### src/rtl/csa_resolve_seq.sv
// ---------------------------------------------------------------------------
// csa_resolve_seq
//
// Sequential carry-propagate resolver for the output of the 15:3 compressor
// tree. It turns a redundant (sum, carry) vector pair plus a carry-in into
// the binary value sum + carry + cin. The block resolves CHUNK bits per
// clock, starting with the least-significant chunk, and keeps the carry
// between chunks in a register.
//
// Parameters
//   WIDTH : operand/result width in bits. Must be a multiple of CHUNK.
//   CHUNK : bits resolved per clock. CHUNK == WIDTH gives single-chunk runs.
//
// Ports
//   clk        rising-edge clock
//   rst_n      asynchronous, active-low reset
//   in_valid   sum_i/carry_i/cin_i are valid
//   in_ready   block can accept an operand pair (high only in IDLE)
//   sum_i      redundant sum vector, already aligned
//   carry_i    redundant carry vector, already aligned (bit i weight 2^i)
//   cin_i      carry into bit 0
//   out_valid  res_o/cout_o hold a finished result
//   out_ready  downstream accepts the result
//   res_o      (sum_i + carry_i + cin_i) mod 2^WIDTH
//   cout_o     carry out of bit WIDTH-1
//   busy_o     high while chunks are being resolved (RUN state)
//
// Optional build macro
//   CSA_RESOLVE_EARLY_EXIT_EN : when defined, a run ends as soon as all
//   remaining higher operand chunks are zero and the inter-chunk carry is 0.
//   The remaining result chunks are zero-filled, so the value is unchanged.
//   When undefined, every run takes exactly WIDTH/CHUNK cycles.
// ---------------------------------------------------------------------------
module csa_resolve_seq #(
  parameter int WIDTH = 256,
  parameter int CHUNK = 32
) (
  input  logic             clk,
  input  logic             rst_n,
  input  logic             in_valid,
  output logic             in_ready,
  input  logic [WIDTH-1:0] sum_i,
  input  logic [WIDTH-1:0] carry_i,
  input  logic             cin_i,
  output logic             out_valid,
  input  logic             out_ready,
  output logic [WIDTH-1:0] res_o,
  output logic             cout_o,
  output logic             busy_o
);

  localparam int NCHUNK = WIDTH / CHUNK;
  localparam int IDXW   = (NCHUNK > 1) ? $clog2(NCHUNK) : 1;
  localparam logic [IDXW-1:0] LAST_IDX = IDXW'(NCHUNK - 1);

  typedef enum logic [1:0] {
    IDLE,
    RUN,
    DONE
  } state_e;

  state_e           state_q;
  logic [WIDTH-1:0] sum_q;
  logic [WIDTH-1:0] carry_q;
  logic [WIDTH-1:0] res_q;
  logic [IDXW-1:0]  idx_q;
  logic             cy_q;
  logic             cout_q;
  logic             in_ready_q;
  logic             out_valid_q;
  logic             busy_q;

  logic [CHUNK-1:0] sumChunk;
  logic [CHUNK-1:0] carryChunk;
  logic [CHUNK:0]   chunkSum;
  logic [WIDTH-1:0] res_d;
  logic             lastChunk;
  logic             runDone;
`ifdef CSA_RESOLVE_EARLY_EXIT_EN
  logic             upperZero;
  logic             earlyExit;
`endif

  // Chunk datapath: one CHUNK+1 bit add of the current operand chunks and
  // the carry register. res_d is the result register with the current chunk
  // replaced; in the early-exit build the chunks above it are also cleared
  // when the run finishes early, because res_q still holds the previous
  // operation's value there.
  always_comb begin
    sumChunk   = sum_q[idx_q*CHUNK +: CHUNK];
    carryChunk = carry_q[idx_q*CHUNK +: CHUNK];
    chunkSum   = {1'b0, sumChunk} + {1'b0, carryChunk} + {{CHUNK{1'b0}}, cy_q};
    lastChunk  = (idx_q == LAST_IDX);

    res_d = res_q;
    for (int j = 0; j < NCHUNK; j++) begin
      if (IDXW'(j) == idx_q) begin
        res_d[j*CHUNK +: CHUNK] = chunkSum[CHUNK-1:0];
      end
    end

`ifdef CSA_RESOLVE_EARLY_EXIT_EN
    upperZero = 1'b1;
    for (int j = 0; j < NCHUNK; j++) begin
      if ((IDXW'(j) > idx_q) &&
          ((sum_q[j*CHUNK +: CHUNK] | carry_q[j*CHUNK +: CHUNK]) != '0)) begin
        upperZero = 1'b0;
      end
    end
    earlyExit = upperZero && !chunkSum[CHUNK];
    if (earlyExit) begin
      for (int j = 0; j < NCHUNK; j++) begin
        if (IDXW'(j) > idx_q) begin
          res_d[j*CHUNK +: CHUNK] = '0;
        end
      end
    end
    runDone = lastChunk || earlyExit;
`else
    runDone = lastChunk;
`endif
  end

  // Control FSM with registered handshake outputs. Operands are captured
  // only on the IDLE accept; in RUN one chunk is written per clock; DONE
  // holds the result until out_ready. The carry out of the final chunk is
  // the overall carry out; on an early exit that carry is known to be 0.
  always_ff @(posedge clk or negedge rst_n) begin
    if (!rst_n) begin
      state_q     <= IDLE;
      sum_q       <= '0;
      carry_q     <= '0;
      res_q       <= '0;
      idx_q       <= '0;
      cy_q        <= 1'b0;
      cout_q      <= 1'b0;
      in_ready_q  <= 1'b1;
      out_valid_q <= 1'b0;
      busy_q      <= 1'b0;
    end else begin
      case (state_q)
        IDLE: begin
          if (in_valid) begin
            sum_q      <= sum_i;
            carry_q    <= carry_i;
            cy_q       <= cin_i;
            idx_q      <= '0;
            state_q    <= RUN;
            in_ready_q <= 1'b0;
            busy_q     <= 1'b1;
          end
        end
        RUN: begin
          res_q <= res_d;
          cy_q  <= chunkSum[CHUNK];
          if (runDone) begin
            cout_q      <= chunkSum[CHUNK];
            state_q     <= DONE;
            busy_q      <= 1'b0;
            out_valid_q <= 1'b1;
          end else begin
            idx_q <= idx_q + 1'b1;
          end
        end
        DONE: begin
          if (out_ready) begin
            state_q     <= IDLE;
            out_valid_q <= 1'b0;
            in_ready_q  <= 1'b1;
          end
        end
        default: begin
          state_q     <= IDLE;
          in_ready_q  <= 1'b1;
          out_valid_q <= 1'b0;
          busy_q      <= 1'b0;
        end
      endcase
    end
  end

  assign in_ready  = in_ready_q;
  assign out_valid = out_valid_q;
  assign busy_o    = busy_q;
  assign res_o     = res_q;
  assign cout_o    = cout_q;

endmodule

### config.mk
export PLATFORM = sky130hd
export DESIGN_NAME = csa_resolve_seq
export DESIGN_NICKNAME = d
export VERILOG_FILES = /design/src/rtl/csa_resolve_seq.sv
export SDC_FILE = /design/constraint.sdc
export NUM_CORES = 2
export LEC_CHECK = 0
export CAP_MARGIN = 10
export CORE_AREA = 2 2 303 305
export DETAILED_ROUTE_END_ITERATION = 10
export DIE_AREA = 0 0 305 307
export PLACE_DENSITY = 0.75
export RECOVER_POWER = 50
export SETUP_SLACK_MARGIN = 0.2
export SYNTH_ARGS = -nofsm -noshare
export SYNTH_HDL_FRONTEND = slang
export SYNTH_SLANG_ARGS = --single-unit
### constraint.sdc
create_clock -name clk -period 13.1 [get_ports clk]
set_input_delay 1.31 -clock clk [delete_from_list [all_inputs] [get_ports clk]]
set_output_delay 1.31 -clock clk [all_outputs]
set_load 0.1 [all_outputs]
# Word-level counts from Yosys, hierarchy flattened
# Index checks and enable logic that the tools add are counted.
# W data, S select, Z words.
[op_classes]
n_addsub = 3
n_eq_ne = 14
shifts = 2
n_mux = 18
bitwise_logic = 3
n_reduce_logical = 19
[ops]
columns = ["op", "n"]
rows = [
  ["$shiftx A256 B9 Y32", 2],
  ["$add A32 B32 Y33", 1],
  ["$add A33 B1 Y33", 1],
  ["$reduce_and A2 Y1", 11],
  ["$reduce_and A3 Y1", 5],
  ["$eq A3 B3 Y1 const A", 4],
  ["$pmux W1 S3", 3],
  ["$ne A2 B2 Y1 const B", 4],
  ["$mux W1", 7],
  ["$eq A2 B3 Y1 const A", 2],
  ["$mux W2", 3],
  ["$mux W3", 2],
  ["$pmux W2 S3", 1],
  ["$pmux W3 S2", 1],
  ["$add A3 B1 Y3 const B", 1],
  ["$eq A1 B3 Y1 const A", 1],
  ["$eq A3 B3 Y1 const B", 1],
  ["$logic_not A3 Y1", 1],
  ["$not A1 Y1", 3],
  ["$eq A2 B1 Y1 const B", 1],
  ["$eq A2 B2 Y1 const B", 1],
  ["$logic_not A2 Y1", 1],
  ["$pmux W1 S2", 1],
  ["$reduce_bool A2 Y1", 1],
]
[totals]
register_bits = 778
inputBits = 517
out_inout_bits = 260
wordCells = 76

# Longest topological paths before layout
[logic_depth]
ltp_word = 4
ltp_mapped = 17
depth_no_buf = 12

# Worst setup path before layout
# OpenSTA, ideal clock, no wires.
[synth_path]
path_type = "flip-flop to flip-flop"
from = "reg idx_q[0]"
to = "reg res_q[116] (netlist: res_o[116])"
arrival_ns = 3.989
slack_ns = 8.961
path_stages_with_launch = 16
synth_period_minus_slack_ns = 4.139
cell_sequence = "dfrtp_1 -> clkbuf_1 -> clkbuf_1 -> buf_2 -> mux4_2 -> nand2_1 -> nand2_1 -> fa_1 -> fa_1 -> a21oi_1 -> o211ai_1 -> a31o_2 -> o2111ai_2 -> mux2_2 -> o311ai_1 -> o21ai_0"
[synth_via]
elab_chain_cells = 3
[synth_rtl]
columns = ["element", "line_no", "rtl"]
rows = [
  ["start, declared", "66", "logic [IDXW-1:0] idx_q;"],
  ["start signal, assigned", "162", "idx_q <= idx_q + 1'b1;"],
  ["$shiftx A256 B9 Y32 (on tied branches)", "90, 91", ""],
  ["$add A32 B32 Y33", "92", "chunkSum = {1'b0, sumChunk} + {1'b0, carryChunk} + {{CHUNK{1'b0}}, cy_q};"],
  ["$add A33 B1 Y33", "92", ""],
  ["end signal, assigned", "154", "res_q <= res_d;"],
  ["end, declared", "65", "logic [WIDTH-1:0] res_q;"],
]
# Parallel ways exist; a longest one is shown, timed or not.
# A chain may end at the register's enable or synchronous reset.

==> impl_metrics.csv <==
group,metric,value,unit
critical_path,cp_common_cell,"buf_4",
placement,io_buffers,776,
placement,gp_congestion,0.891,
critical_path,cp-startpoint,"rst_n",
grt,grt_util_met1,29.5,%
grt,use_met3,6.29,%
grt,first_global_vias,25140,
status,violations,"max-capacitance violations, max-slew violations",
critical_path,cpPeakStageDelay,4.11,ns
critical_path,worstSetupStartpointType,"input pin",
finish,layout-drive-gt1-share,24.2,%
synth,synth-async-reset-ratio,100,%
cts,cts_sinks,778,
sta,period_needed,7.67,ns
route,dr.first_iter.drc_count,1866,
critical_path,crit_slowest_cell,"clkbuf_1",
cts,cts_setup_buffers,0,
sta,whs,0.469,ns
synth,synth.top_cell.area_share,56.3,%
die,fp.dieArea,93600,um2
cts,worst_skew_pair.late_latency,0.66,ns
sta,slew_viol_final,199,
synth,synth_edf_count,0,
route,vias_per_cell,5.25,
die,die_x,305,um
critical_path,cp_cell_sequence,"clkbuf_1, buf_4, buf_12, buf_4",
grt,grt_pass1_wl,165000,um
synth,yosys_warnings,0,
synth,yosysUniqueCellTypes,73,
cts,cts_root_buf,"clkbuf_16",
synth,synth_most_common_cell,"dfrtp_1",
critical_path,cp.required,13.78,ns
route,drt_pass1_iterations,7,
run,cap_viol_max_count,4,
synth,ys_seq_elements,778,
route,wl_per_cell,23.8,um
cts,postCtsHoldBufs,0,
min_path,worstHoldStart,"res_o[86]",
sta,final_hold_viol_count,0,
synth,synth_largest_area_cell,"dfrtp_1",
sta,skew,0.0277,ns
critical_path,critPathArrivalTime,8.35,ns
grt,grt_util_all_layers,23.6,%
finish,fill_cells,7813,
cts,cts_buffers,85,
min_path,min_path_type,"reg -> reg",
route,postRouteAntennaNets,0,
sta,worst_pin_slew,6.01,ns
critical_path,critPathKind,"in -> async",
grt,antenna_found_initial,37,
cts,clkTransAtPathRegs,0.06,ns
die,coreArea,90700,um2
grt,overflow,0,
cts,cts_buffer_depth,3,
die,initial_core_util,38.1,%
synth,synth_area_leaders,"dfrtp_1 (56%), mux2_2 (17%), mux4_2 (8.3%)",
cts,h-tree-depth,3,
route,wl,112000,um
critical_path,critPathCapture,"sum_q[177]",
sta,final-setup-viol-count,0,
status,status,"complete, but fails checks",
sta,tns,0,ns
die,io_pins,777,
grt,busiest_layer,"met2",
die,row_count,111,
placement,dp_hpwl,82500,um
sta,rsz0062_at_grt,"no",
critical_path,end_kind,"async pin",
grt,grt_max_degree,185,
sta,fmax,130,MHz
die,die_h,307,um
synth,synth.avg_cell_area,12.8,um2
route,drc,0,
route,vias,24566,
sta,slew_headroom,-301,%
critical_path,reg2reg_from,"idx_q[0]",
grt,grtUsageMet2,39.1,%
synth,synth_nets,3246,
critical_path,crit_fanout,146,
sta,post-route-period-util,58.6,%
synth,synth_ff_type,"dfrtp_1",
cts,ctsResizeCount,0,
finish,num-nets-final,3960,
cts,cts_tree,"built",
synth,synth_area,34500,um2
critical_path,worstReg2RegEnd,"res_o[151]",
critical_path,reg2reg_depth,12,
synth,yosys-top-cells-count,"dfrtp_1 (777), mux2_2 (515), nand2_1 (507)",
finish,area_growth,34.1,%
synth,seq_area_frac_synth,56.4,%
critical_path,rrSetupSlack,6.68,ns
synth,syn_inst,2690,
## how the worst min path moves through the flow
stage                              end  slack, ns  cells after the start
after floorplan           carry_q[192]       0.48                      1
after global placement      res_o[235]       0.46                      2
after detailed placement     res_o[64]       0.46                      2
after CTS                    res_o[64]       0.48                      2
after global routing        res_o[114]       0.49                      2
final                        res_o[86]       0.47                      2
## flip-flops by register name, indices dropped and copies added (netlist names)
signal and cells:
in_ready 1, state_q 2, carry_q 256, idx_q 3, busy_o 1, sum_q 256, out_valid 1, res_o 256
cout_o 1, cy_q 1
## cell families after synthesis
| logic type | count (synthesis) | synth area share [%] |
|---|---|---|
| flip-flops | 778 | 56.4 |
| adder cells (fa/ha/maj) | 39 | 1.46 |
| AND/OR/NAND/NOR | 643 | 7.70 |
| AO/OA/AOI/OAI | 375 | 6.33 |
| buffers and inverters | 187 | 2.29 |
| multiplexers | 646 | 25.2 |
| XOR/XNOR | 22 | 0.601 |
## placed cells by master, fill, tap and decap left out, drive strengths merged, types with 13 or more instances in the layout
cell and n:
dfrtp 777, clkdlybuf4s50 625, mux2 515, nand2 508, o21ai 237, dlygate4sd3 148, mux4 128, clkbuf 112
a21oi 46, nor2 42, ha 37, diode 28, buf 27, clkinv 23, nand3 19, o31ai 18
nor3 13, inv 13
## layout make-up
class	count	area [um2]	area share, %
clock buffers	108	2320	5.02
well taps	1186	1480	3.20
clock inverters	43	583	1.26
flip-flops and latches	778	19500	42.0
repair buffers	804	8040	17.4
diodes	28	70.1	0.151
multi-input cells	1725	14300	30.9
inverters	10	38.8	0.0837
## layer usage
metal	vias to the layer above	routed length (um)
li1	11052	-
met1	12391	44800
met2	912	54500
met3	193	8530
met4	18	3610
met5	-	127
## worst max-delay path, delay by kind of cell
family	cells	cell delay (ns)
buffers and inverters	4	6.83
## metrics by stage
| stage | cell area, um2 | cells | setup WS, ns | util (%) |
|---|---|---|---|---|
| 4_1_cts | 46300 | 4653 | 7.23 | 51.0 |
| 3_3_place_gp | 43400 | 4502 | 7.27 | 47.8 |
| 2_1_floorplan | 34500 | 2690 | 8.96 | - |
| 3_5_place_dp | 43400 | 4502 | 7.28 | 47.8 |
| 5_1_grt | 46300 | 4678 | 4.07 | 51.1 |
| 6_report | 46300 | 4682 | 5.43 | 51.1 |
Power is not shown: default switching activity piles up to over one toggle a cycle in this logic, so the estimate is an artifact.
